==> src/rtl/vid_if.sv <==
// Video source bundle: generator controls in, timing/pixel/status out.
//   i_en, i_mode, i_solid_rgb      : enable, pattern select, solid colour
//   o_vid_data/hsync/vsync/VDE     : pixel stream consumed by colour_change
//   o_hcnt, o_vcnt                 : position carried by the current output
//   o_frame_cnt, o_sof             : completed frames, start-of-frame pulse
interface vid_if;
  logic        i_en;
  logic [1:0]  i_mode;
  logic [23:0] i_solid_rgb;
  logic [23:0] o_vid_data;
  logic        o_vid_hsync;
  logic        o_vid_vsync;
  logic        o_vid_VDE;
  logic [11:0] o_hcnt;
  logic [10:0] o_vcnt;
  logic [7:0]  o_frame_cnt;
  logic        o_sof;

  modport master (
    input  i_en, i_mode, i_solid_rgb,
    output o_vid_data, o_vid_hsync, o_vid_vsync, o_vid_VDE,
    output o_hcnt, o_vcnt, o_frame_cnt, o_sof
  );

  modport slave (
    output i_en, i_mode, i_solid_rgb,
    input  o_vid_data, o_vid_hsync, o_vid_vsync, o_vid_VDE,
    input  o_hcnt, o_vcnt, o_frame_cnt, o_sof
  );
endinterface

==> src/rtl/vid_timing_gen.sv <==
// 1080p-style video timing and test-pattern generator.
//   clk : pixel clock
//   rst : synchronous active-high reset
//   vid : vid_if.master (controls in, registered video/status out)
// Every output in cycle n describes the counter position of cycle n-1.
module vid_timing_gen #(
  parameter int unsigned H_ACTIVE = 1920,
  parameter int unsigned H_FP     = 88,
  parameter int unsigned H_SYNC   = 44,
  parameter int unsigned H_BP     = 148,
  parameter int unsigned V_ACTIVE = 1080,
  parameter int unsigned V_FP     = 4,
  parameter int unsigned V_SYNC   = 5,
  parameter int unsigned V_BP     = 36,
  parameter int unsigned SYNC_POL = 1,
  parameter int unsigned BAR_W    = 240
) (
  input  logic clk,
  input  logic rst,
  vid_if.master vid
);

  localparam int unsigned H_TOTAL  = H_ACTIVE + H_FP + H_SYNC + H_BP;
  localparam int unsigned V_TOTAL  = V_ACTIVE + V_FP + V_SYNC + V_BP;
  localparam int unsigned HS_START = H_ACTIVE + H_FP;
  localparam int unsigned HS_END   = HS_START + H_SYNC;
  localparam int unsigned VS_START = V_ACTIVE + V_FP;
  localparam int unsigned VS_END   = VS_START + V_SYNC;
  localparam logic        SYNC_ON  = (SYNC_POL != 0);

  logic [11:0] hcnt, hcnt_nx;
  logic [10:0] vcnt, vcnt_nx;
  logic [7:0]  frame_cnt, frame_nx;
  logic [1:0]  mode_q, mode_nx;
  logic [23:0] solid_q, solid_nx;
  logic [11:0] bar_cnt, bar_cnt_nx;
  logic [2:0]  bar_idx, bar_idx_nx;

  logic        at_origin, h_last, v_last, bar_last;
  logic [1:0]  eff_mode;
  logic [23:0] eff_solid;
  logic        vde_c, hs_c, vs_c;
  logic [7:0]  grey_c;
  logic [23:0] pix_c, data_c;

  assign at_origin = (hcnt == 12'd0) && (vcnt == 11'd0);
  assign h_last    = (hcnt == 12'(H_TOTAL - 1));
  assign v_last    = (vcnt == 11'(V_TOTAL - 1));
  assign bar_last  = (bar_cnt == 12'(BAR_W - 1));

  // The origin pixel already belongs to the newly latched frame settings.
  assign eff_mode  = at_origin ? vid.i_mode : mode_q;
  assign eff_solid = at_origin ? vid.i_solid_rgb : solid_q;

  // Timing decode of the current counter position.
  assign vde_c  = (hcnt < 12'(H_ACTIVE)) && (vcnt < 11'(V_ACTIVE));
  assign hs_c   = ((hcnt >= 12'(HS_START)) && (hcnt < 12'(HS_END))) ? SYNC_ON : ~SYNC_ON;
  assign vs_c   = ((vcnt >= 11'(VS_START)) && (vcnt < 11'(VS_END))) ? SYNC_ON : ~SYNC_ON;
  assign grey_c = hcnt[7:0] + frame_cnt;

  // Pattern select.
  always_comb begin : pixel
    pix_c = 24'h000000;
    case (eff_mode)
      2'd0: begin
        case (bar_idx)
          3'd0:    pix_c = 24'hFFFFFF;
          3'd1:    pix_c = 24'hFFFF00;
          3'd2:    pix_c = 24'h00FFFF;
          3'd3:    pix_c = 24'h00FF00;
          3'd4:    pix_c = 24'hFF00FF;
          3'd5:    pix_c = 24'hFF0000;
          3'd6:    pix_c = 24'h0000FF;
          default: pix_c = 24'h000000;
        endcase
      end
      2'd1:    pix_c = {grey_c, grey_c, grey_c};
      2'd2:    pix_c = (hcnt[5] ^ vcnt[5]) ? 24'hFFFFFF : 24'h000000;
      default: pix_c = eff_solid;
    endcase
  end

  assign data_c = vde_c ? pix_c : 24'h000000;

  // Counter, bar tracker and frame-latch next state.
  always_comb begin : next_state
    hcnt_nx    = hcnt;
    vcnt_nx    = vcnt;
    frame_nx   = frame_cnt;
    mode_nx    = mode_q;
    solid_nx   = solid_q;
    bar_cnt_nx = bar_cnt;
    bar_idx_nx = bar_idx;
    if (!vid.i_en) begin
      hcnt_nx    = 12'd0;
      vcnt_nx    = 11'd0;
      bar_cnt_nx = 12'd0;
      bar_idx_nx = 3'd0;
    end else begin
      if (at_origin) begin
        mode_nx  = vid.i_mode;
        solid_nx = vid.i_solid_rgb;
      end
      if (h_last) begin
        hcnt_nx    = 12'd0;
        bar_cnt_nx = 12'd0;
        bar_idx_nx = 3'd0;
        if (v_last) begin
          vcnt_nx  = 11'd0;
          frame_nx = frame_cnt + 8'd1;
        end else begin
          vcnt_nx  = vcnt + 11'd1;
        end
      end else begin
        hcnt_nx = hcnt + 12'd1;
        // Bar index advances every BAR_W pixels; beyond the active area it is don't-care.
        if (bar_last) begin
          bar_cnt_nx = 12'd0;
          bar_idx_nx = bar_idx + 3'd1;
        end else begin
          bar_cnt_nx = bar_cnt + 12'd1;
        end
      end
    end
  end

  // State and registered outputs.
  always_ff @(posedge clk) begin
    if (rst) begin
      hcnt            <= 12'd0;
      vcnt            <= 11'd0;
      frame_cnt       <= 8'd0;
      mode_q          <= 2'd0;
      solid_q         <= 24'd0;
      bar_cnt         <= 12'd0;
      bar_idx         <= 3'd0;
      vid.o_vid_data  <= 24'd0;
      vid.o_vid_hsync <= ~SYNC_ON;
      vid.o_vid_vsync <= ~SYNC_ON;
      vid.o_vid_VDE   <= 1'b0;
      vid.o_hcnt      <= 12'd0;
      vid.o_vcnt      <= 11'd0;
      vid.o_frame_cnt <= 8'd0;
      vid.o_sof       <= 1'b0;
    end else begin
      hcnt      <= hcnt_nx;
      vcnt      <= vcnt_nx;
      frame_cnt <= frame_nx;
      mode_q    <= mode_nx;
      solid_q   <= solid_nx;
      bar_cnt   <= bar_cnt_nx;
      bar_idx   <= bar_idx_nx;
      if (vid.i_en) begin
        vid.o_vid_data  <= data_c;
        vid.o_vid_hsync <= hs_c;
        vid.o_vid_vsync <= vs_c;
        vid.o_vid_VDE   <= vde_c;
        vid.o_hcnt      <= hcnt;
        vid.o_vcnt      <= vcnt;
        vid.o_frame_cnt <= frame_cnt;
        vid.o_sof       <= at_origin;
      end else begin
        vid.o_vid_data  <= 24'd0;
        vid.o_vid_hsync <= ~SYNC_ON;
        vid.o_vid_vsync <= ~SYNC_ON;
        vid.o_vid_VDE   <= 1'b0;
        vid.o_hcnt      <= 12'd0;
        vid.o_vcnt      <= 11'd0;
        vid.o_frame_cnt <= 8'd0;
        vid.o_sof       <= 1'b0;
      end
    end
  end

endmodule

==> src/flat_wrapper.sv <==
// flat-port wrapper written by rule: the top's interface ports become plain ports
module vid_timing_gen_flat 
#(
  parameter int unsigned H_ACTIVE = 1920,
  parameter int unsigned H_FP     = 88,
  parameter int unsigned H_SYNC   = 44,
  parameter int unsigned H_BP     = 148,
  parameter int unsigned V_ACTIVE = 1080,
  parameter int unsigned V_FP     = 4,
  parameter int unsigned V_SYNC   = 5,
  parameter int unsigned V_BP     = 36,
  parameter int unsigned SYNC_POL = 1,
  parameter int unsigned BAR_W    = 240
)
  (clk, rst, vid_i_en, vid_i_mode, vid_i_solid_rgb, vid_o_vid_data, vid_o_vid_hsync, vid_o_vid_vsync, vid_o_vid_VDE, vid_o_hcnt, vid_o_vcnt, vid_o_frame_cnt, vid_o_sof);
  vid_if vid_i ();
  input  logic clk;
  input  logic rst;
  input wire logic [$bits(vid_i.i_en)-1:0] vid_i_en;
  input wire logic [$bits(vid_i.i_mode)-1:0] vid_i_mode;
  input wire logic [$bits(vid_i.i_solid_rgb)-1:0] vid_i_solid_rgb;
  output wire logic [$bits(vid_i.o_vid_data)-1:0] vid_o_vid_data;
  output wire logic [$bits(vid_i.o_vid_hsync)-1:0] vid_o_vid_hsync;
  output wire logic [$bits(vid_i.o_vid_vsync)-1:0] vid_o_vid_vsync;
  output wire logic [$bits(vid_i.o_vid_VDE)-1:0] vid_o_vid_VDE;
  output wire logic [$bits(vid_i.o_hcnt)-1:0] vid_o_hcnt;
  output wire logic [$bits(vid_i.o_vcnt)-1:0] vid_o_vcnt;
  output wire logic [$bits(vid_i.o_frame_cnt)-1:0] vid_o_frame_cnt;
  output wire logic [$bits(vid_i.o_sof)-1:0] vid_o_sof;
  assign vid_i.i_en = vid_i_en;
  assign vid_i.i_mode = vid_i_mode;
  assign vid_i.i_solid_rgb = vid_i_solid_rgb;
  assign vid_o_vid_data = vid_i.o_vid_data;
  assign vid_o_vid_hsync = vid_i.o_vid_hsync;
  assign vid_o_vid_vsync = vid_i.o_vid_vsync;
  assign vid_o_vid_VDE = vid_i.o_vid_VDE;
  assign vid_o_hcnt = vid_i.o_hcnt;
  assign vid_o_vcnt = vid_i.o_vcnt;
  assign vid_o_frame_cnt = vid_i.o_frame_cnt;
  assign vid_o_sof = vid_i.o_sof;
  vid_timing_gen #(.H_ACTIVE(H_ACTIVE), .H_FP(H_FP), .H_SYNC(H_SYNC), .H_BP(H_BP), .V_ACTIVE(V_ACTIVE), .V_FP(V_FP), .V_SYNC(V_SYNC), .V_BP(V_BP), .SYNC_POL(SYNC_POL), .BAR_W(BAR_W)) u_core (.clk(clk), .rst(rst), .vid(vid_i));
endmodule
==> config.mk <==
export PLATFORM = sky130hd
export DESIGN_NAME = vid_timing_gen_flat
export DESIGN_NICKNAME = d
export VERILOG_FILES = /design/src/rtl/vid_if.sv /design/src/rtl/vid_timing_gen.sv /design/src/flat_wrapper.sv
export SDC_FILE = /design/constraint.sdc
export NUM_CORES = 1
export LEC_CHECK = 0
export CAP_MARGIN = 20
export CORE_ASPECT_RATIO = 0.75
export CORE_MARGIN = 2
export CORE_UTILIZATION = 43
export CTS_CLUSTER_SIZE = 28
export DETAILED_ROUTE_END_ITERATION = 12
export PLACE_DENSITY = 0.66
export SYNTH_ARGS = -nofsm -noshare
export SYNTH_HDL_FRONTEND = slang
export SYNTH_SLANG_ARGS = --single-unit
==> constraint.sdc <==
create_clock -name clk -period 3.4 [get_ports clk]
set_input_delay 0.68 -clock clk [delete_from_list [all_inputs] [get_ports clk]]
set_output_delay 0.68 -clock clk [all_outputs]
set_load 0.005 [all_outputs]
# == Word-level counts from Yosys, hierarchy flattened ==
# Cells that the tools add are included.
# word_totals
input_bits,29
reg_bits,131
word_cells,62
output_inout_bits,59
# op_classes
reduce_logical,13
n_lt_le_gt_ge,6
bitwise_logic,3
n_mux,8
n_addsub,6
n_eq_ne,11
# op_table
operator,n
one-hot mux 24 bit (7 select lines),1
one-hot mux 24 bit (3 select lines),1
2-to-1 mux 24 bit,2
"adder 12 x 1 -> 12 bit, second input constant",2
"less-than comparator 11 bit, second input constant",2
"== test 12 bit, second input constant",1
"== test 12 x 8 -> 1 bit, second input constant",1
">= comparator 12 x 11 -> 1 bit, second input constant",1
zero test 12 bit,1
"less-than comparator 12 x 11 -> 1 bit, second input constant",1
"less-than comparator 12 bit, second input constant",1
"adder 11 x 1 -> 11 bit, second input constant",1
"== test 11 bit, second input constant",1
">= comparator 11 bit, second input constant",1
zero test 11 bit,1
2-to-1 mux 11 bit,1
"== test 3 bit, second input constant",3
"adder 8 x 1 -> 8 bit, second input constant",1
adder 8 bit,1
"== test 3 x 2 -> 1 bit, second input constant",2
OR reduction 3 bit,2
logical AND 1 bit,4
OR reduction 4 bit,1
"adder 3 x 1 -> 3 bit, second input constant",1
other kinds (11),13

# == Depth between registers and ports, before layout ==
# depth
depth_word,5
ltp_mapped,10
mapped_depth_nobuf,9

# == Least setup slack after synthesis ==
# OpenSTA, ideal clock, no wires.
# synth_path
path_kind,flip-flop to flip-flop
startpoint,register u_core.frame_cnt[0]
endpoint,register u_core.vid.o_vid_data[6]
arrival_ns,2.237
setup_slack_ns,1.010
required_ns,3.247
path_stages_with_launch,10
period_less_slack_ns,2.390
setup_time_ns,0.153
path_buffers,0
path_cell_list,dfxtp_1 -> ha_1 -> inv_1 -> fa_1 -> nor2b_1 -> o21ai_0 -> a21boi_0 -> nor4b_1 -> o41ai_1 -> a221oi_1
# synth_between
elab_chain_cells,2
# synth_lines
item,line,source
from (decl),vid_timing_gen.sv:33,"logic [7:0] frame_cnt, frame_nx;"
from (signal assigned),vid_timing_gen.sv:148,frame_cnt <= frame_nx;
adder 8 bit,vid_timing_gen.sv:59,assign grey_c = hcnt[7:0] + frame_cnt;
one-hot mux 24 bit (3 select lines),vid_timing_gen.sv:64,case (eff_mode)
to (signal assigned),vid_timing_gen.sv:154,vid.o_vid_data <= data_c;
to (decl),vid_if.sv:21,"output o_vid_data, o_vid_hsync, o_vid_vsync, o_vid_VDE,"
# Every way passes these cells.
# A chain may end at the register's enable or synchronous reset.

# == Worst setup path after layout ==
# Ends and elaborated chain as after synthesis.

==> reports/results.ini <==
[outcome]
outcome = completed

[drt]
dr.pass1.iters = 4
via_count = 4542
totalWireLength_microns = 13250
drtIter0Drc = 221
drc = 0
wire_per_inst_microns = 15.18
antenna_left = 0
avgViaCountPerCell = 5.203

[cts]
clk_latency_ps = 420
clkTransAtPathRegs_ps = 60
cts_tree = yes
cts_root_buffer = clkbuf_16
cts_buffers = 17
cts_hold_buffers = 0
cts_resized = 0
post_cts_buffers = 0
htree_num_levels = 4
cts_sinks = 131
clockBufferDepth = 2

[cells_and_area]
final_util = 0.5622
final_nets = 738
syn2layout_area_growth_pct = 28.60
drive_gt1_frac = 0.08120
layout_common_cells = dfxtp_1, clkdlybuf4s50_1, nor2_1
layout.cells.non_filler = 873
num_antenna_cells = 0
final_cell_area_sq_um = 7268
mostFrequentLayoutCell = dfxtp_1

[yosys]
synth_flop_cell = dfxtp_1
synthesis.area_sq_um = 5652
ys_types = 54
synthCells = 602
synth-edff-count = 0
synth_seq_cells = 131
synthArstFlopShare = 0
syn_area_per_cell_sq_um = 9.388
synth_nets = 650
yosysSeqAreaShare = 0.4640
ys_warn_count = 0

[sta]
hold_viol = 0
worst_slew_pin_slew_ps = 752.1
drv_slew = 0
fin_crit_ps = 3068
max_freq_mhz = 326.0
final-setup-viol-count = 0
post-route-period-util = 0.9022
fin_tns_setup_ps = 0
setup_ws_ps = 332.4
clock_skew_ps = 9.401
rsz0062_at_grt = no
max-slew-margin-rel = 0.4921

[critical_path]
critPathKind = reg -> reg
worst_setup_path_start_kind = register
crit_fanout = 5
worst_ep_arrival_time_ps = 3310
required_ps = 3650
worstSetupEndpointType = register

[floorplan]
dieArea_sq_um = 14090
io_pins = 88
row_count = 36
start_util = 0.4372
die_w_microns = 136.4
die_y_microns = 103.3
coreArea_sq_um = 12930

[run]
maxCapViolCount = 0

[global_routing]
grt_busiest_layer = met2
antenna_found_initial = 0
grt_usage = 0.1970
grt_pass1_vias = 4471
overflow = 0
grt_use_met1 = 0.2587
grt_pass1_wl_microns = 21480
use_met2 = 0.3100
grt_use_met3 = 0.04873
grt_max_degree = 36

[placed_design]
dpl.cell_count = 842
gp_congestion = 0.8559
numPortBuffers = 87
hpwl_microns = 9451
placed_area_sq_um = 6644
place_ws_ps = 432.1

[power]
max-vdd-ir-drop_uv = 334.9
power_density_nw_per_um2 = 524.5
p_leak_nw = 2.818

[hold_path]
holdCritPathClass = reg -> reg

-- worst paths after layout --
check        slack, ps                 from  cells after the start                       end
max                330  u_core.frame_cnt[0]                      9  u_core.vid.o_vid_data[6]
min                450    u_core.solid_q[2]                      2         u_core.solid_q[2]
max reg2reg        330  u_core.frame_cnt[0]                      9  u_core.vid.o_vid_data[6]
min reg2reg        450    u_core.solid_q[2]                      2         u_core.solid_q[2]
-- where the power goes --
part / leakage, nW / total [mW] / internal (mW) / switching (mW)
logic: 1.45 / 0.291 / 0.142 / 0.149
clock network: 0.302 / 1.92 / 1.24 / 0.678
registers: 1.07 / 1.60 / 1.58 / 0.0218
total: 2.82 / 3.81 / 2.96 / 0.849
-- through the flow --
stage / hold WS [ps] / power [mW]
after detailed placement: 442.6 / 1.924
final: 452.9 / 3.812
after CTS: 450.5 / 3.845
after floorplan: 426.0 / 1.805
after global placement: 435.6 / 1.919
after global routing: 469.1 / 3.948
-- state kept, by name, summed over array words and instances, names as in the netlist --
register	cells
u_core.vid.o_vid_vsync	1
u_core.mode_q	2
u_core.vid.o_vcnt	11
u_core.bar_idx	3
u_core.vcnt	11
u_core.vid.o_frame_cnt	8
u_core.vid.o_vid_data	24
u_core.vid.o_hcnt	12
u_core.vid.o_sof	1
u_core.solid_q	24
u_core.bar_cnt	12
u_core.hcnt	12
u_core.frame_cnt	8
u_core.vid.o_vid_VDE	1
u_core.vid.o_vid_hsync	1
-- area by class of cell --
| class | count | area (sq um) |
|---|---|---|
| tap | 171 | 214.0 |
| multi-input combinational | 423 | 2783 |
| clock inverter | 13 | 185.2 |
| inverter | 19 | 71.32 |
| fill | 1105 | 5659 |
| clock buffer | 18 | 439.2 |
| sequential | 131 | 2623 |
| timing repair buffer | 98 | 953.4 |
-- worst max-delay path, stage by stage, from the launching register on --
cell,delay (ps)
dfxtp_1,430
ha_1,240
inv_1,70
fa_1,450
nor2b_1,120
o21ai_0,90
a21boi_0,460
nor4b_1,120
o41ai_1,750
a221oi_1,180
-- layer usage --
metal  up-vias  part of all wire
met1      2192              0.49
met2        80              0.46
met4         0             0.014
li1       2255                 -
met5         -                 0
met3        15             0.038
-- synthesized netlist by cell type (2+ instances only) --
cell type	number	area [sq um]
mux2i_1	30	300.3
ha_1	18	225.2
buf_2	7	35.03
o41ai_1	2	17.52
nor3b_1	2	15.01
a221oi_2	2	30.03
xor2_1	23	201.4
nor2_1	82	307.8
nand3_1	14	70.07
buf_6	3	33.78
dfxtp_1	131	2623
or2_0	10	62.56
nand2b_1	5	31.28
nand2_1	47	176.4
inv_1	19	71.32
xnor2_1	19	166.4
a221oi_1	8	70.07
a21o_1	3	22.52
and4_1	3	26.28
buf_12	2	40.04
a21boi_2	2	22.52
a41oi_1	2	17.52
nor4_2	4	50.05
nand4_1	11	68.82
a211oi_1	17	127.6
a31oi_1	10	62.56
a21oi_1	22	110.1
and3_1	5	31.28
clkbuf_1	16	60.06
o211a_1	2	20.02
nor4_1	3	18.77
o21ai_0	11	55.05
or3_1	7	43.79
and2_1	26	162.7
nand3b_1	3	22.52
nor3_1	11	55.05
nor2b_1	3	18.77
-- cells by family after synthesis --
kind of cell,share of synthesized area
AND/OR/NAND/NOR,0.2203
flip-flops,0.4640
multiplexers,0.05977
buffers and inverters,0.04383
XOR/XNOR,0.06509
adder cells (fa/ha/maj),0.04339
AO/OA/AOI/OAI,0.1036
No activity file was read; power rests on OpenSTA's default activity.
